**src/rtl/cb_pkg.sv**
```systemverilog
`default_nettype none
// ============================================================================
// Module   : cb_pkg
// Purpose  : Shared types and helpers for the cb_nway connection box:
//            select-field width and select-code decoding.
// Revision : 1.0 - initial release
// ============================================================================
package cb_pkg;

  // Classification of a select code against the number of tracks
  typedef enum logic [1:0] {
    SEL_TRACK  = 2'd0,
    SEL_CONST0 = 2'd1,
    SEL_CONST1 = 2'd2,
    SEL_OFF    = 2'd3
  } sel_kind_e;

  // Select field must encode every track plus const0, const1 and "off"
  function automatic int cb_sel_bits(input int ntrk);
    return $clog2(ntrk + 3);
  endfunction

  // Codes below ntrk pick a track, the next two are constants, the rest
  // (including all-ones after reset) disconnect
  function automatic sel_kind_e decode_sel(input logic [31:0] s, input int unsigned ntrk);
    if (s < ntrk)
      return SEL_TRACK;
    else if (s == ntrk)
      return SEL_CONST0;
    else if (s == ntrk + 1)
      return SEL_CONST1;
    else
      return SEL_OFF;
  endfunction

endpackage
`default_nettype wire

```
**src/rtl/cb_cfg_chain.sv**
```systemverilog
`default_nettype none
// ============================================================================
// Module   : cb_cfg_chain
// Purpose  : Serial configuration chain with a shadow register, the live
//            (active) word, and the per-track output owner table that is
//            resolved from the shadow word at every commit.
// Revision : 1.0 - initial release
// ============================================================================
module cb_cfg_chain
  import cb_pkg::*;
#(
  parameter int WIDTH      = 8,
  parameter int NUM_BUS    = 2,
  parameter int NUM_LE     = 2,
  parameter int LE_INPUTS  = 4,
  parameter int LE_OUTPUTS = 1,
  localparam int NTRK      = NUM_BUS * WIDTH,
  localparam int SEL_BITS  = cb_sel_bits(NTRK),
  localparam int LE_CFG    = LE_INPUTS * SEL_BITS + LE_OUTPUTS * (SEL_BITS + 1),
  localparam int CFG_BITS  = NUM_LE * LE_CFG,
  localparam int NOUT      = NUM_LE * LE_OUTPUTS,
  localparam int OWN_BITS  = (NOUT > 1) ? $clog2(NOUT) : 1
) (
  input  logic                     clk,
  input  logic                     nrst,
  input  logic                     configEn,
  input  logic                     configCommit,
  input  logic                     configDataIn,
  output logic                     configDataOut,
  output logic [CFG_BITS-1:0]      activeCfg,
  output logic [NTRK*OWN_BITS-1:0] trkOwner,
  output logic [NTRK-1:0]          trkValid,
  output logic                     cfgConflict
);

  logic [CFG_BITS-1:0]      r_sr;
  logic [CFG_BITS-1:0]      r_active;
  logic [NTRK*OWN_BITS-1:0] r_owner;
  logic [NTRK*OWN_BITS-1:0] w_owner;
  logic [NTRK-1:0]          r_ownValid;
  logic [NTRK-1:0]          w_ownValid;
  logic                     r_conflict;
  logic                     w_conflict;

  // Shift chain and commit; commit copies the pre-shift shadow word
  always_ff @(posedge clk or negedge nrst) begin
    if (!nrst) begin
      r_sr     <= '1;
      r_active <= '1;
    end else begin
      if (configEn)
        r_sr <= {r_sr[CFG_BITS-2:0], configDataIn};
      if (configCommit)
        r_active <= r_sr;
    end
  end

  // Resolve track owners from the shadow word: lowest flat output index wins
  always_comb begin
    logic [SEL_BITS-1:0] s;
    int                  base;
    s          = '0;
    base       = 0;
    w_owner    = '0;
    w_ownValid = '0;
    w_conflict = 1'b0;
    for (int f = 0; f < NOUT; f++) begin
      base = (f / LE_OUTPUTS) * LE_CFG + LE_INPUTS * SEL_BITS + (f % LE_OUTPUTS) * (SEL_BITS + 1);
      s    = r_sr[base +: SEL_BITS];
      if (decode_sel(32'(s), NTRK) == SEL_TRACK) begin
        for (int t = 0; t < NTRK; t++) begin
          if (int'(s) == t) begin
            if (w_ownValid[t]) begin
              w_conflict = 1'b1;
            end else begin
              w_ownValid[t]                    = 1'b1;
              w_owner[t*OWN_BITS +: OWN_BITS] = OWN_BITS'(f);
            end
          end
        end
      end
    end
  end

  // Owner table and collision flag are captured together with the active word
  always_ff @(posedge clk or negedge nrst) begin
    if (!nrst) begin
      r_owner    <= '0;
      r_ownValid <= '0;
      r_conflict <= 1'b0;
    end else if (configCommit) begin
      r_owner    <= w_owner;
      r_ownValid <= w_ownValid;
      r_conflict <= w_conflict;
    end
  end

  assign configDataOut = r_sr[CFG_BITS-1];
  assign activeCfg     = r_active;
  assign trkOwner      = r_owner;
  assign trkValid      = r_ownValid;
  assign cfgConflict   = r_conflict;

endmodule
`default_nettype wire

```
**src/rtl/cb_nway.sv**
```systemverilog
`default_nettype none
// ============================================================================
// Module   : cb_nway
// Purpose  : N-way connection box between NUM_LE logic elements and
//            NUM_BUS buses of WIDTH tracks: LE input muxes, optional output
//            flops and per-track drive with priority collision resolution.
// Revision : 1.0 - initial release
// ============================================================================
module cb_nway
  import cb_pkg::*;
#(
  parameter int WIDTH      = 8,
  parameter int NUM_BUS    = 2,
  parameter int NUM_LE     = 2,
  parameter int LE_INPUTS  = 4,
  parameter int LE_OUTPUTS = 1,
  localparam int NTRK      = NUM_BUS * WIDTH,
  localparam int NOUT      = NUM_LE * LE_OUTPUTS,
  localparam int NIN       = NUM_LE * LE_INPUTS
) (
  input  logic            clk,
  input  logic            nrst,
  input  logic            en,
  input  logic            config_en,
  input  logic            config_commit,
  input  logic            config_data_in,
  output logic            config_data_out,
  output logic            cfg_conflict,
  input  logic [NTRK-1:0] bus_in,
  output logic [NTRK-1:0] bus_out,
  output logic [NTRK-1:0] bus_oe,
  input  logic [NOUT-1:0] le_out,
  output logic [NIN-1:0]  le_in
);

  localparam int SEL_BITS = cb_sel_bits(NTRK);
  localparam int LE_CFG   = LE_INPUTS * SEL_BITS + LE_OUTPUTS * (SEL_BITS + 1);
  localparam int CFG_BITS = NUM_LE * LE_CFG;
  localparam int OWN_BITS = (NOUT > 1) ? $clog2(NOUT) : 1;

  logic [CFG_BITS-1:0]      w_activeCfg;
  logic [NTRK*OWN_BITS-1:0] w_trkOwner;
  logic [NTRK-1:0]          w_trkValid;
  logic [NIN-1:0]           w_leIn;
  logic [SEL_BITS-1:0]      w_outSel [NOUT];
  logic [NOUT-1:0]          w_regMode;
  logic [NOUT-1:0]          r_leOutQ;
  logic [NTRK-1:0]          w_busOut;
  logic [NTRK-1:0]          w_busOe;

  cb_cfg_chain #(
    .WIDTH      (WIDTH),
    .NUM_BUS    (NUM_BUS),
    .NUM_LE     (NUM_LE),
    .LE_INPUTS  (LE_INPUTS),
    .LE_OUTPUTS (LE_OUTPUTS)
  ) u_cfgChain (
    .clk           (clk),
    .nrst          (nrst),
    .configEn      (config_en),
    .configCommit  (config_commit),
    .configDataIn  (config_data_in),
    .configDataOut (config_data_out),
    .activeCfg     (w_activeCfg),
    .trkOwner      (w_trkOwner),
    .trkValid      (w_trkValid),
    .cfgConflict   (cfg_conflict)
  );

  // LE input muxes: track, constant, or 0 when disconnected
  always_comb begin
    logic [SEL_BITS-1:0] s;
    s      = '0;
    w_leIn = '0;
    for (int n = 0; n < NUM_LE; n++) begin
      for (int i = 0; i < LE_INPUTS; i++) begin
        s = w_activeCfg[n*LE_CFG + i*SEL_BITS +: SEL_BITS];
        case (decode_sel(32'(s), NTRK))
          SEL_TRACK: begin
            for (int t = 0; t < NTRK; t++)
              if (int'(s) == t)
                w_leIn[n*LE_INPUTS + i] = bus_in[t];
          end
          SEL_CONST1: w_leIn[n*LE_INPUTS + i] = 1'b1;
          default:    w_leIn[n*LE_INPUTS + i] = 1'b0;
        endcase
      end
    end
  end

  // Unpack output select and registered-mode bit per flat output index
  always_comb begin
    int base;
    base      = 0;
    w_regMode = '0;
    for (int f = 0; f < NOUT; f++) begin
      base         = (f / LE_OUTPUTS) * LE_CFG + LE_INPUTS * SEL_BITS + (f % LE_OUTPUTS) * (SEL_BITS + 1);
      w_outSel[f]  = w_activeCfg[base +: SEL_BITS];
      w_regMode[f] = w_activeCfg[base + SEL_BITS];
    end
  end

  // Output flops capture LE outputs while the fabric is enabled
  always_ff @(posedge clk or negedge nrst) begin
    if (!nrst)
      r_leOutQ <= '0;
    else if (en)
      r_leOutQ <= le_out;
  end

  // Drive each owned track from its owner; the select cross-check keeps the
  // drive tied to the live word even if the owner table were stale
  always_comb begin
    int own;
    own      = 0;
    w_busOe  = '0;
    w_busOut = '0;
    for (int t = 0; t < NTRK; t++) begin
      own = int'(w_trkOwner[t*OWN_BITS +: OWN_BITS]);
      if (en && w_trkValid[t] && (own < NOUT)) begin
        if (int'(w_outSel[own]) == t) begin
          w_busOe[t]  = 1'b1;
          w_busOut[t] = w_regMode[own] ? r_leOutQ[own] : le_out[own];
        end
      end
    end
  end

  assign le_in   = w_leIn;
  assign bus_oe  = w_busOe;
  assign bus_out = w_busOut;

endmodule
`default_nettype wire
```
**config.mk**
```make
export PLATFORM = sky130hd
export DESIGN_NAME = cb_nway
export DESIGN_NICKNAME = d
export VERILOG_FILES = /design/src/rtl/cb_pkg.sv /design/src/rtl/cb_cfg_chain.sv /design/src/rtl/cb_nway.sv
export SDC_FILE = /design/constraint.sdc
export NUM_CORES = 1
export LEC_CHECK = 0
export ABC_AREA = 1
export BUFFER_PORTS_ARGS = -buffer_cell sky130_fd_sc_hd__buf_2
export CAP_MARGIN = 20
export CORE_AREA = 2 2 139 175
export CTS_CLUSTER_SIZE = 30
export DETAILED_ROUTE_END_ITERATION = 8
export DIE_AREA = 0 0 141 177
export MAX_ROUTING_LAYER = met4
export PLACE_DENSITY = 0.49
export SLEW_MARGIN = 5
export SYNTH_ARGS = -nofsm -noshare
export SYNTH_HDL_FRONTEND = slang
export SYNTH_SLANG_ARGS = --single-unit
```
**constraint.sdc**
```tcl
create_clock -name clk -period 2.6 [get_ports clk]
set_clock_uncertainty 0.2 [all_clocks]
set_input_delay 0.26 -clock clk [delete_from_list [all_inputs] [get_ports clk]]
set_output_delay 0.26 -clock clk [all_outputs]
set_load 0.1 [all_outputs]
```
==> impl_metrics.json, run 1 <==
{
  "place_area_um2": 9540,
  "hold_path_class": "primary input to register",
  "r2r_end": "u_cfgChain.cfgConflict",
  "clock_latency_ns": 0.42,
  "drive_gt1_share_pct": 29.4,
  "synth_common_cells": "nand2_1, inv_1, nor2_1",
  "async_flop_share_pct": 100,
  "grt_pass1_vias": 7812,
  "synth_top_cell_area_share_pct": 33.9,
  "hold_path_end": "u_cfgChain.r_sr[30]",
  "dp_hpwl_um": 18700,
  "grt_pass1_wl_um": 41200,
  "rows": 63,
  "diodes": 0,
  "groute.usage.overall_pct": 21.8,
  "relSlewSlack_pct": 42.5,
  "period_share_pct": 99.1,
  "cts_tree": "done",
  "gr-total-overflow": 0,
  "syn_avg_cell_area_um2": 7.13,
  "hold_viol_final": 0,
  "finalMaxSlewViolations": 0,
  "synth_seq_cells": 139,
  "die-height_um": 177,
  "yosys_warnings": 0,
  "start_kind": "register",
  "dieWidth_um": 141,
  "whs_ns": 0.0370,
  "p_total_mw": 7.97,
  "clock_tree.buffer_depth": 2,
  "max_freq_ghz": 0.388,
  "rsz0062_at_grt": "true",
  "multi_input_area_um2": 4320,
  "dp_slack_ns": 0.223,
  "gp_congestion": 0.956,
  "viasPerCell": 5.26,
  "synth_area_leaders": "dfstp_2, nand2_1, dfrtp_1",
  "drt-wirelength-per-cell_um": 16.9,
  "finalWorstSetupSlack_ns": 0.0224,
  "regToRegSetupSlack_ns": 0.52,
  "pwr_density_cell_nw_per_um2": 730,
  "dieArea_um2": 25000,
  "htree_num_levels": 4,
  "pin_count": 66,
  "final_area_um2": 10900,
  "synthMostInstantiatedCell": "nand2_1",
  "grt_max_degree": 137,
  "final_cells": 1530,
  "required_ns": 2.14,
  "hold_depth": 3,
  "cts_num_sinks": 139,
  "synth_edf_count": 0,
  "core-area_um2": 23400,
  "drt_iter0_drc": 589,
  "crit_type": "register to primary output",
  "p_leak_nw": 4.68,
  "synth.largest_area_cell": "dfstp_2",
  "syn2layout_area_growth_pct": 35.6,
  "initial_core_util_pct": 34.4,
  "fin_crit_ns": 2.58,
  "nNetsFinal": 1249,
  "clk_pin_slew_ns": 0.06,
  "drc": 0,
  "status": "complete, no violations",
  "fin_util_pct": 46.6,
  "drt_first_pass_iters": 5,
  "worst_slew_pin_slew_ns": 0.862,
  "wl_um": 25900,
  "r2r-start": "u_cfgChain.r_sr[24]",
  "yosysSeqAreaShare_pct": 44.8,
  "antenna_found_initial": 0,
  "antenna_left": 0,
  "crit_fanout": 4,
  "rr_worst_depth": 9,
  "fill_cells": 2349,
  "syn_nets": 1153,
  "dpl.cell_count": 1463,
  "syn_inst": 1129,
  "finalSetupTns_ns": 0,
  "max-cap-violations": 0,
  "ir_worst_vdd_mv": 0.486,
  "netlist-cell-type-count": 35,
  "cts_buffers": 17,
  "synth_area_um2": 8050,
  "num_vias": 8050,
  "endpoint_kind": "primary output",
  "cp.arrival_ns": 2.12,
  "hold_start": "config_en",
  "ys.flop_type": "dfstp_2",
  "cts-root-buf": "clkbuf_16",
  "final-seq-area_um2": 3610,
  "port_buffers": 65,
  "final-setup-viol-count": 0
}
## registers in the layout (all words and copies together) (netlist names)
name,flops
u_cfgChain.activeCfg,52
r_leOutQ,2
u_cfgChain.cfgConflict,1
u_cfgChain.trkValid,16
u_cfgChain.r_sr,52
u_cfgChain.trkOwner,16
## worst max-delay path, stage by stage (launching register included)
cell	delay [ns]
dfstp_2	0.59
clkinvlp_4	0.13
nor3_4	0.28
buf_6	0.14
a31oi_4	0.11
nor4_4	0.22
buf_12	0.22
## power by group
part           switching, mW  internal [mW]
Clock                  0.976           1.56
Combinational           1.67          0.792
Sequential             0.318           2.65
Total                   2.97           5.00
## area by class of cell
class	count	share of cell area, %
Inverter	160	5.65
Tap cell	292	3.35
Clock buffer	21	4.52
Multi-Input combinational cell	792	39.6
Timing Repair Buffer	115	12.6
Sequential cell	139	33.1
Clock inverter	11	1.22
## cells by family (layout without fill, tap and decap cells)
kind of cell,count (synthesis),in the layout,synth area share [%]
compound gates,230,230,15.3
buf+inv,198,307,9.61
flops,139,139,44.8
simple gates,562,562,30.3
## how the worst max path moves through the flow
stage	endpoint	start
finish	bus_out[11]	u_cfgChain.activeCfg[49]
global placement	bus_oe[10]	u_cfgChain.activeCfg[23]
CTS	bus_out[11]	u_cfgChain.activeCfg[49]
detailed placement	bus_oe[8]	u_cfgChain.activeCfg[23]
global route	le_in[4]	u_cfgChain.activeCfg[27]
floorplan	bus_out[13]	u_cfgChain.activeCfg[48]
## routing by layer
layer | routed length, um | share of wire (%) | global-route usage, %
met5 | 0 | 0 | -
met4 | 1290 | 5.0 | 12.6
met3 | 1050 | 4.1 | 3.30
met2 | 12900 | 50 | 36.4
met1 | 10600 | 41 | 25.0
## cell usage in the layout, fill, tap and decap left out, types with 5 or more instances in the layout
cell type | netlist | final
a21oi_1 | 69 | 68
a31oi_1 | 14 | 8
a31oi_2 | 0 | 5
buf_12 | 0 | 40
buf_2 | 6 | 23
buf_4 | 3 | 38
buf_6 | 0 | 8
clkbuf_16 | 0 | 19
clkinv_4 | 0 | 5
dfrtp_1 | 35 | 35
dfstp_2 | 104 | 104
inv_1 | 154 | 138
inv_2 | 4 | 14
inv_4 | 0 | 5
nand2_1 | 252 | 239
nand2_2 | 2 | 14
nand3_1 | 74 | 65
nand3_2 | 1 | 10
nand4_1 | 40 | 40
nor2_1 | 132 | 113
nor2_2 | 4 | 14
nor2_4 | 2 | 11
nor3_1 | 37 | 17
nor3_2 | 0 | 6
nor3_4 | 0 | 14
nor4_4 | 0 | 14
o211ai_1 | 5 | 5
o21ai_0 | 122 | 120
o22ai_1 | 6 | 6
## what timing repair did
action,CTS,global route
hold buffers,4,0
endpoints found under the hold margin,52,0
pin swaps,2,26
endpoints found under the setup margin,27,31
resized for setup,35,88
buffers inserted,3,28
No activity file was read; power rests on OpenSTA's default activity.
==> run 2: changes to the inputs <==
Settings changed: HOLD_SLACK_MARGIN set to 0.15.
==> run 2 against run 1 <==
  * Combinational power about the same
  * Largest cell class unchanged
  * Power about the same
  * Global-route usage about the same
  * Sequential cell count unchanged
  * Die area unchanged
==> impl_metrics.json, run 2 (synthesis gave the netlist of run 1 again) <==
{
  "status": "complete, no violations",
  "start_kind": "register",
  "drc": 0,
  "finalWorstSetupSlack_ns": 0.0268,
  "finalMaxSlewViolations": 0,
  "gr-total-overflow": 0,
  "layout_commonest_cell": "nand2_1",
  "num_vias": 8073,
  "grt_max_degree": 137,
  "grt_pass1_wl_um": 41300,
  "grt_pass1_vias": 7845,
  "p_total_mw": 7.98,
  "clock_latency_ns": 0.42,
  "antenna_found_initial": 0,
  "max-cap-violations": 0,
  "cts_tree": "done",
  "gp_congestion": 0.956,
  "required_ns": 2.14,
  "final_cell_mix": "nand2_1, inv_1, o21ai_0",
  "rows": 63,
  "ir_worst_vdd_mv": 0.487,
  "dp_hpwl_um": 18700,
  "hold_viol_final": 0,
  "period_share_pct": 99.0,
  "htree_num_levels": 4,
  "finalSetupTns_ns": 0,
  "dp_slack_ns": 0.223,
  "nNetsFinal": 1255,
  "drt_first_pass_iters": 6,
  "relSlewSlack_pct": 42.7,
  "fill_cells": 2347,
  "port_buffers": 65,
  "fin_crit_ns": 2.57,
  "cts_buffers": 17,
  "pwr_density_cell_nw_per_um2": 727,
  "cts-root-buf": "clkbuf_16",
  "whs_ns": 0.183,
  "cts_num_sinks": 139,
  "dieArea_um2": 25000,
  "drt_iter0_drc": 593,
  "rsz0062_at_grt": "true",
  "hold_path_class": "primary input to async pin",
  "final-setup-viol-count": 0,
  "max_freq_ghz": 0.389,
  "drive_gt1_share_pct": 29.3,
  "clock_tree.buffer_depth": 2,
  "diodes": 0,
  "clk_pin_slew_ns": 0.06,
  "dieWidth_um": 141,
  "cp.arrival_ns": 2.11,
  "crit_fanout": 4,
  "drt-wirelength-per-cell_um": 16.9,
  "wl_um": 25900,
  "pin_count": 66,
  "worst_slew_pin_slew_ns": 0.859,
  "die-height_um": 177,
  "initial_core_util_pct": 34.4,
  "p_leak_nw": 4.70,
  "crit_type": "register to primary output",
  "viasPerCell": 5.26,
  "endpoint_kind": "primary output",
  "core-area_um2": 23400,
  "antenna_left": 0,
  "syn2layout_area_growth_pct": 36.3,
  "groute.usage.overall_pct": 21.8
}
-- run 2: changes by cell type in the layout (fill, tap and decap cells not counted), sizes merged --
cell / before / now
dlygate4sd3: 4 / 10
-- run 2: critical path, cell delays in order (launching register included) --
cell and delay, ns:
dfstp_2 0.59, inv_4 0.06, nor2_4 0.12, buf_4 0.12, nand2_1 0.05, nand4_1 0.10, nand2_1 0.06, nand2_1 0.06
nand4_1 0.07, nor2_1 0.10, nand4_1 0.15, buf_12 0.21
-- run 2: final timing paths --
check                                        start                  endpoint  slack, ns  depth (start not counted)
setup / recovery           u_cfgChain.activeCfg[6]                  le_in[1]       0.03                         11
hold / removal                                nrst               r_leOutQ[1]       0.18                          2
setup reg to reg               u_cfgChain.r_sr[24]    u_cfgChain.cfgConflict       0.50                          9
hold reg to reg                u_cfgChain.r_sr[13]  u_cfgChain.activeCfg[13]       0.26                          2
max in group asynchronous                     nrst  u_cfgChain.activeCfg[49]       1.29                          3
min in group clk               u_cfgChain.r_sr[13]  u_cfgChain.activeCfg[13]       0.26                          2
-- run 2: final cells by class --
cell class / count / area, um2 / area share (%)
flip-flops and latches: 139 / 3610 / 32.9
multi-input cells: 792 / 4320 / 39.3
clock inverters: 11 / 133 / 1.21
repair buffers: 121 / 1440 / 13.1
well taps: 292 / 365 / 3.33
inverters: 160 / 617 / 5.62
clock buffers: 21 / 493 / 4.49
-- run 2: report_power, final --
group	internal (mW)	switching [mW]
combinational	0.799	1.67
sequential	2.65	0.319
clock	1.56	0.975
-- run 2: metrics by stage --
| step | instance area [um2] | utilization [%] | cells |
|---|---|---|---|
| floorplan | 8420 | - | 1129 |
| global placement | 9540 | 40.8 | 1463 |
| detailed placement | 9540 | 40.8 | 1463 |
| CTS | 10400 | 44.6 | 1508 |
| global route | 11000 | 46.9 | 1536 |
| finish | 11000 | 46.9 | 1536 |
-- run 2: what timing repair did --
item	4_1_cts	5_1_grt
buffers inserted	3	28
setup endpoints to repair	27	31
hold endpoints to repair	84	0
hold buffers	10	0
resized for setup	35	88
pin swaps	2	26
-- run 2: metal layers --
metal  vias to the layer above  part of all wire [%]  global-route usage [%]
met2                       219                    50                    36.5
met5                         -                     0                       -
met3                        74                   4.3                    3.30
met4                         0                   5.0                    12.6
li1                       3955                     -                       -
met1                      3825                    41                    25.0
==> run 3: changes to the inputs <==
Settings changed: CORE_AREA 2 2 139 175 to 2 2 155 157, DIE_AREA 0 0 141 177 to 0 0 157 159.
==> run 3 against run 2 <==
  * The flow now finishes with violations (negative setup slack)
  * Count of clock-buffer cells in the layout fell by 3
  * Critical path depth fell by 6
  * Core utilization rose by 0.59 points
  * First-iteration DRC count rose by 18%
  * Die area barely moved
  * Fmax fell by 1.7%
  * Clock power fell by 7%
  * Cell area rose by 0.32%
  * Global-route usage fell by 0.35 points
  * Non-clock buffer count rose by 3
  * Sequential power barely moved
==> impl_metrics.json, run 3 (synthesis gave the netlist of run 1 again) <==
{
  "required_ns": 2.14,
  "drive_gt1_share_pct": 29.6,
  "crit_fanout": 8,
  "finalWorstSetupSlack_ns": -0.0189,
  "htree_num_levels": 4,
  "antenna_found_initial": 0,
  "cts_tree": "done",
  "hold_viol_final": 0,
  "start_kind": "register",
  "dieWidth_um": 157,
  "gp_congestion": 0.913,
  "pwr_density_cell_nw_per_um2": 710,
  "period_share_pct": 101,
  "regToRegSetupSlack_ns": 0.48,
  "endpoint_kind": "primary output",
  "crit_start": "u_cfgChain.activeCfg[49]",
  "cp.arrival_ns": 2.16,
  "drt-wirelength-per-cell_um": 16.4,
  "dieArea_um2": 25000,
  "viasPerCell": 5.16,
  "groute.usage.overall_pct": 21.5,
  "fill_cells": 2333,
  "antenna_left": 0,
  "layout_commonest_cell": "nand2_1",
  "worst_slew_pin_slew_ns": 0.695,
  "max-cap-violations": 0,
  "rr_worst_depth": 9,
  "slowest_delay_ns": 0.59,
  "failed_checks": "negative setup slack",
  "cts_buffers": 17,
  "num_vias": 8081,
  "cpMaxStageDelayCell": "dfstp_2",
  "crit_type": "register to primary output",
  "path_cells": "clkinvlp_4 -> nor3_4 -> a31oi_2 -> nor4_4 -> buf_12",
  "hold_path_class": "primary input to register",
  "grt_pass1_wl_um": 40900,
  "rows": 56,
  "finalMaxSlewViolations": 0,
  "drt_first_pass_iters": 5,
  "diodes": 0,
  "initial_core_util_pct": 34.7,
  "cts-root-buf": "clkbuf_16",
  "rsz0062_at_grt": "true",
  "wl_um": 25700,
  "status": "complete, but fails checks",
  "r2r_end": "u_cfgChain.cfgConflict",
  "grt_max_degree": 137,
  "whs_ns": 0.179,
  "port_buffers": 65,
  "clk_pin_slew_ns": 0.07,
  "max_freq_ghz": 0.382,
  "endpoint": "bus_out[15]",
  "cts_num_sinks": 139,
  "p_leak_nw": 4.69,
  "syn2layout_area_growth_pct": 36.7,
  "drc": 0,
  "dp_slack_ns": 0.268,
  "grt_pass1_vias": 7596,
  "nNetsFinal": 1258,
  "relSlewSlack_pct": 53.4,
  "fin_crit_ns": 2.62,
  "r2r-start": "u_cfgChain.r_sr[24]",
  "clock_latency_ns": 0.43,
  "dp_hpwl_um": 17900,
  "die-height_um": 159,
  "gr-total-overflow": 0,
  "ir_worst_vdd_mv": 0.386,
  "core-area_um2": 23200,
  "pin_count": 66,
  "drt_iter0_drc": 698,
  "final_cell_mix": "nand2_1, inv_1, o21ai_0",
  "clock_tree.buffer_depth": 2,
  "final-setup-viol-count": 3
}
run 3: final cells by class:
type                    count  area (um2)  area share, %
inverters                 160         609           5.54
clock buffers              18         439           3.99
repair buffers            124        1440           13.1
flip-flops and latches    139        3610           32.8
well taps                 319         399           3.63
clock inverters            14         124           1.13
multi-input cells         792        4390           39.8
run 3: power breakdown:
part           internal [mW]  leakage, nW  switching, mW  total [mW]
Sequential              2.65         1.55          0.320        2.96
Clock                   1.28        0.269           1.09        2.37
Combinational          0.798         2.87           1.68        2.47
Total                   4.73         4.69           3.08        7.81
run 3: worst max-delay path, delay by kind of cell, from the launching register on:
kind	cells	cell delay, ns
buffers and inverters	2	0.45
AND/OR/NAND/NOR	2	0.48
AO/OA/AOI/OAI	1	0.20
flip-flops	1	0.59
run 3: metrics by stage:
stage	power, mW	TNS [ns]	area (um2)	utilization, %	std cells
2_1_floorplan	4.42	-1.81	8420	-	1129
3_3_place_gp	5.03	0	9570	41.3	1490
3_5_place_dp	5.04	0	9570	41.3	1490
4_1_cts	7.51	-0.00322	10400	44.7	1538
5_1_grt	8.23	-0.861	11000	47.5	1566
6_report	7.81	-0.0248	11000	47.5	1566
run 3: worst min path at each step:
| stage | endpoint | slack [ns] | start | cells after the start |
|---|---|---|---|---|
| after detailed placement | u_cfgChain.trkValid[9] | 0.04 | nrst | 1 |
| after global placement | u_cfgChain.trkValid[9] | 0.04 | nrst | 1 |
| final | u_cfgChain.activeCfg[29] | 0.18 | config_commit | 4 |
| after CTS | u_cfgChain.activeCfg[25] | 0.18 | config_commit | 4 |
| after global routing | u_cfgChain.activeCfg[25] | 0.23 | config_commit | 4 |
| after floorplan | r_leOutQ[0] | -0.24 | nrst | 0 |
run 3: timing repair:
item	CTS	global route
buffers inserted	5	28
hold buffers	11	0
endpoints found under the setup margin	22	29
hold endpoints to repair	81	0
resized for setup	26	106
pin swaps	5	28
run 3: metal layers:
layer | GRT usage [%] | share of wire [%] | wire [um]
met1 | 31.3 | 48 | 12400
met2 | 29.7 | 44 | 11300
met4 | 7.05 | 2.1 | 537
met3 | 4.27 | 6.0 | 1540
met5 | - | 0 | 0
